File: src/rtl/proc_ctrl_fsm.sv
// Control FSM for the 8-register bus processor: IR, Tstep sequencing, strobes.
// Optional PROC_CTRL_RUN_EDGE_EN: fetch only on a rising edge of synced Run.
module proc_ctrl_fsm #(
    parameter int SYNC_STAGES = 2
) (
    input  logic       CLOCK_50,
    input  logic       resetn,
    input  logic       Run,
    input  logic [7:0] DIN,
    output logic [7:0] IR,
    output logic [1:0] Tstep,
    output logic       IRin,
    output logic [7:0] Rin,
    output logic [7:0] Rout,
    output logic       DINout,
    output logic       Ain,
    output logic       Gin,
    output logic       Gout,
    output logic       AddSub,
    output logic       Done
);

    typedef enum logic [1:0] {T0, T1, T2, T3} tstep_e;

    localparam logic [1:0] I_MV  = 2'b00;
    localparam logic [1:0] I_MVI = 2'b01;

    tstep_e                 state, state_nxt;
    logic [SYNC_STAGES-1:0] run_sync;
    logic                   run_s;
    logic                   fetch;
    logic [1:0]             op;
    logic [7:0]             x_hot, y_hot;

    always_ff @(posedge CLOCK_50 or negedge resetn) begin
        if (!resetn) begin
            run_sync <= '0;
        end else begin
            run_sync[0] <= Run;
            for (int i = 1; i < SYNC_STAGES; i++)
                run_sync[i] <= run_sync[i-1];
        end
    end

    assign run_s = run_sync[SYNC_STAGES-1];

`ifdef PROC_CTRL_RUN_EDGE_EN
    logic run_q;

    always_ff @(posedge CLOCK_50 or negedge resetn) begin
        if (!resetn) run_q <= 1'b0;
        else         run_q <= run_s;
    end

    assign fetch = run_s & ~run_q;
`else
    assign fetch = run_s;
`endif

    always_ff @(posedge CLOCK_50 or negedge resetn) begin
        if (!resetn) begin
            state <= T0;
            IR    <= 8'h00;
        end else begin
            state <= state_nxt;
            if (IRin) IR <= DIN;
        end
    end

    assign op    = IR[1:0];
    assign x_hot = 8'd1 << IR[4:2];
    assign y_hot = 8'd1 << IR[7:5];
    assign Tstep = state;

    always_comb begin
        state_nxt = state;
        IRin      = 1'b0;
        Rin       = 8'h00;
        Rout      = 8'h00;
        DINout    = 1'b0;
        Ain       = 1'b0;
        Gin       = 1'b0;
        Gout      = 1'b0;
        AddSub    = 1'b0;
        Done      = 1'b0;
        unique case (state)
            T0: begin
                IRin = fetch;
                if (fetch) state_nxt = T1;
            end
            T1: begin
                if (op == I_MV) begin
                    Rout      = y_hot;
                    Rin       = x_hot;
                    Done      = 1'b1;
                    state_nxt = T0;
                end else if (op == I_MVI) begin
                    DINout    = 1'b1;
                    Rin       = x_hot;
                    Done      = 1'b1;
                    state_nxt = T0;
                end else begin
                    Rout      = x_hot;
                    Ain       = 1'b1;
                    state_nxt = T2;
                end
            end
            T2: begin
                Rout      = y_hot;
                Gin       = 1'b1;
                AddSub    = op[0];
                state_nxt = T3;
            end
            T3: begin
                Gout      = 1'b1;
                Rin       = x_hot;
                Done      = 1'b1;
                state_nxt = T0;
            end
            default: state_nxt = T0;
        endcase
    end

endmodule

File: config.mk
export PLATFORM = sky130hd
export DESIGN_NAME = proc_ctrl_fsm
export DESIGN_NICKNAME = d
export VERILOG_FILES = /design/src/rtl/proc_ctrl_fsm.sv
export SDC_FILE = /design/constraint.sdc
export NUM_CORES = 1
export LEC_CHECK = 0
export ABC_AREA = 1
export CAP_MARGIN = 20
export CORE_MARGIN = 1.5
export CORE_UTILIZATION = 39
export CTS_CLUSTER_SIZE = 25
export DETAILED_ROUTE_END_ITERATION = 7
export PLACE_DENSITY = 0.8
export SLEW_MARGIN = 20
export SYNTH_ARGS = -nofsm -noshare
export SYNTH_HDL_FRONTEND = slang
export SYNTH_SLANG_ARGS = --single-unit
File: constraint.sdc
create_clock -name CLOCK_50 -period 1.95 [get_ports CLOCK_50]
set_input_delay 0.39 -clock CLOCK_50 [delete_from_list [all_inputs] [get_ports CLOCK_50]]
set_output_delay 0.39 -clock CLOCK_50 [all_outputs]
set_load 0.02 [all_outputs]
# [Word level (Yosys, flattened, before mapping)]
# Index checks and enable logic that the tools add are counted.
[op_classes] eq_ne=5 shift=2 n_mux=22 reduce_logical=2
[op_table] operator="two-way mux 8 bit" n=4
[op_table] operator="one-hot mux 8 bit (2 select lines)" n=2
[op_table] operator="<< shifter 1 x 3 -> 8 bit (first input constant)" n=2
[op_table] operator="two-way mux 1 bit" n=11
[op_table] operator="one-hot mux 2 bit (4 select lines)" n=1
[op_table] operator="two-way mux 2 bit" n=3
[op_table] operator="equality test 2 x 1 -> 1 bit (second input constant)" n=2
[op_table] operator="equality test 2 bit (second input constant)" n=2
[op_table] operator="logical NOT 2 bit" n=2
[op_table] operator="inequality test 2 bit (second input constant)" n=1
[op_table] operator="one-hot mux 1 bit (2 select lines)" n=1
[word_totals] reg_bits=12 input_bits=11 output_inout_bits=33 elab_cells=34

# [Depth between registers and ports, before layout]
[depth] ltp_word=4 depth_mapped=8 mapped_depth_nobuf=8

# [Worst setup path after synthesis]
# No wires, ideal clock.
[synth_path] kind="register to output" startpoint="register state[0] (netlist: Tstep[0])" endpoint="output Rin[0]" arrival_ns=1.596 t_required_ns=1.560 path_slack_ns=-0.036 stages_incl_launch_ff=4 n_path_buf=0 path_cell_list="dfrtp_1 -> ha_1 -> a21oi_4 -> nor4_1"
[synth_between] elab_chain_len=2 word_cells_on_any_way=3 classes_between="eq/ne (2); mux (1)"
[synth_lines] element="from (decl)" line_no="28" rtl="tstep_e state, state_nxt;"
[synth_lines] element="from (signal assigned)" line_no="65" rtl="state <= state_nxt;"
[synth_lines] element="equality test 2 bit / equality test 2 x 1 -> 1 bit (equally long branches)" line_no="86" rtl="unique case (state)"
[synth_lines] element="one-hot mux 8 bit (2 select lines) *" line_no="86"
[synth_lines] element="to (decl)" line_no="13" rtl="output logic [7:0] Rin,"
# Every way passes the cells marked *; elsewhere a longest branch is shown, timed or not.

# [Worst setup path in the final report]
[layout_path] startpoint="register state[0] (netlist: Tstep[0])" endpoint="output Rin[1]"
# Same word-level chain as after synthesis.

==> impl_results.md <==
- Placer Congestion: between 0.7 and 0.8
- DRC: 0
- Most frequent cells in the layout: buf_4, nand2_1, clkdlybuf4s50_1
- PwrDens: 1760 nW/µm²
- Crit Path Class: reg -> out
- Via-per-instance ratio: around 4.8
- Yosys reg bits: 12
- Crit-path cells: buf_6 > ha_4 > buf_6 > a21oi_4 > buf_6 > nor4_1 > buf_2
- CTS tree: yes
- Synthesis Warnings: 0
- GR Util All Layers: 21.5%
- Final Non-Filler Cells: 206
- RSZ-0062 raised after global routing: yes
- Pin count of the biggest net entering global routing: 16
- Antenna Nets Post-Route: 0
- Register area: between 300 and 400 µm²
- Worst Path Arrival: 1720 ps
- Drt total wl: 2620 µm
- Failing checks: negative setup slack
- Peak Freq: 475 MHz
- Initial drt markers: 16
- Sink Count: 12
- CP top delay family: buffers and inverters
- Worst Slack Setup Final: -157 ps
- Fill cell count: 147
- Port Buffers: 43
- Vias in the first global route: 945
- Commonest non-fill, non-tap cell in the layout: buf_4
- Mapped Cells: 117
- Mapped Avg Cell Area: 7.16 µm²
- Tmin final: 2110 ps
- H-tree levels: 1
- GRT overflow: 0
- Final #Nets: 196
- Critical Path Fanout Max: 7
- I/O pin count: 44
- First-pass GRT wire length: 4180 µm
- Crit path launch type: flop
- Core box area: 2000 µm²
- Final instance area: 1490 µm²
- Setup_tns: -1120 ps
- Hold Violations, Final: 0
- Tcrit/Tclk final: 108%
- Post-CTS Hold Fix Bufs: 0
- DIE AREA: 2440 µm²
- Clock root buffer master: clkbuf_4
- Area of the mapped netlist: 838 µm²
- Crit. End Element: primary output
- Slew at the pin closest to its max-slew limit: 510 ps
- CP dominant cell by count: buf_6
- Worst vdd ir: a little under 1 mV
- Longest Clk Path Bufs: 2
- Syn Nets: 133
- Cell variety after synth: 18
- Pre-Repair DR Iteration Count: 4
- Initial core utilization: 41.9%
- Num rows: 16
- Final core occ: 74.3%
- Footprint of the multi-input gates: a little over 500 µm²
- Height of the die: 49.4 µm
- Vias: 998
- Area Overhead vs Synth: 77.3%
- Worst slew margin: between 60 and 70%
- Ant diodes: 0
- Clock latency on the worst-skew pair: about 260 ps
- DR WL/cell: 12.7 µm
- Fraction of layout instances using a drive strength above 1: 39.7%
- CTS clk-pin slew, worst paths: 70 ps
- Seq/Total Area, Yosys: 35.8%
- Crit-path max cell delay: around 440 ps
- Num CTS Buffers: 3
- Tightest Hold Check Type: reg -> reg
- Outcome: finished, violations left
- Leak: 0.728 nW
- Die width: 49.4 µm
- Detail Placement HPWL: 1950 µm
- Worst endpoint required time: approximately 1600 ps
- Max Slew Vio Count: 0
- Max-Cap Viols: 0
- Worst Path Buf+Inv: 4
- Final setup vio count: 14
- Placed instance area: between 1000 and 1500 µm²
- Initial antenna violation count: 0
- Post-Place Cells: 198
- CP max stage cell: dfrtp_2
- Skew final: 1.52 ps
## cells in the mapped netlist
cell type	count	share of area, %
nand2_1	22	9.9
inv_1	19	8.5
nand3_1	15	9.0
dfrtp_1	12	36
nor2_1	9	4.0
o21ai_0	9	5.4
a21oi_1	7	4.2
nor4_1	6	4.5
ha_1	5	7.5
buf_4	3	2.7
inv_2	2	0.90
nand2_2	2	1.5
a21oi_2	1	1.0
a21oi_4	1	1.9
a31oi_1	1	0.75
buf_2	1	0.60
nor3_2	1	1.2
or2_1	1	0.75
## report_power, final
part | internal [mW] | leakage (nW) | switching [mW]
clock | 0.113 | 0.0210 | 0.0726
combinational | 0.824 | 0.562 | 1.12
sequential | 0.357 | 0.145 | 0.128
## area by class of cell
class                   instances  share of cell area (%)
flip-flops and latches         12                    20.3
well taps                      27                    2.27
inverters                      21                    5.47
clock buffers                   4                    2.44
multi-input cells              80                    34.0
repair buffers                 62                    35.5
## per-stage QoR
| step | hold slack (ps) | worst slack, ps | total power [mW] |
|---|---|---|---|
| after global routing | 380 | -209 | 2.79 |
| after detailed placement | 350 | -252 | 2.23 |
| after CTS | 367 | -134 | 2.45 |
| final | 363 | -157 | 2.61 |
| after global placement | 336 | -154 | 2.18 |
| after floorplan | 94.4 | -35.9 | 1.43 |
## state kept, by name (all words and copies together), names as in the netlist, named ones only
| register | flops |
|---|---|
| IR | 8 |
| run_sync | 2 |
| Tstep | 1 |
## logic make-up after synthesis
kind of cell	synth area share, %
flip-flops	35.8
buffers and inverters	12.7
AO/OA/AOI/OAI	13.3
AND/OR/NAND/NOR	30.7
adder cells (fa/ha/maj)	7.46
## what timing repair did
action,in CTS,in global routing
endpoints found under the hold margin,0,0
pin swaps,2,3
setup buffers,3,1
gates cloned,0,0
gates resized for setup,85,38
setup endpoints to repair,23,22
## final timing paths
check                                      start               endpoint  slack [ps]  cells past startpoint
max in group asynchronous                 resetn   Tstep[0]$_DFFE_PN0P_        1110                      1
hold / removal             run_sync[0]$_DFF_PN0_  run_sync[1]$_DFF_PN0_         360                      0
setup / recovery            Tstep[0]$_DFFE_PN0P_                 Rin[1]        -160                      7
hold reg to reg            run_sync[0]$_DFF_PN0_  run_sync[1]$_DFF_PN0_         360                      0
min in group asynchronous                 resetn  run_sync[1]$_DFF_PN0_         470                      1
setup reg to reg                            flop      IR[1]$_DFFE_PN0P_         580                      8
## layer usage
| metal | track usage (%) | routed length [µm] | part of all wire, % |
|---|---|---|---|
| met2 | 39.4 | 1320 | 50 |
| met1 | 27.0 | 1140 | 43 |
| met5 | 0 | 0 | 0 |
| met3 | 0.920 | 95 | 3.6 |
| met4 | 6.67 | 69 | 2.6 |
No activity file was read; power rests on OpenSTA's default activity.
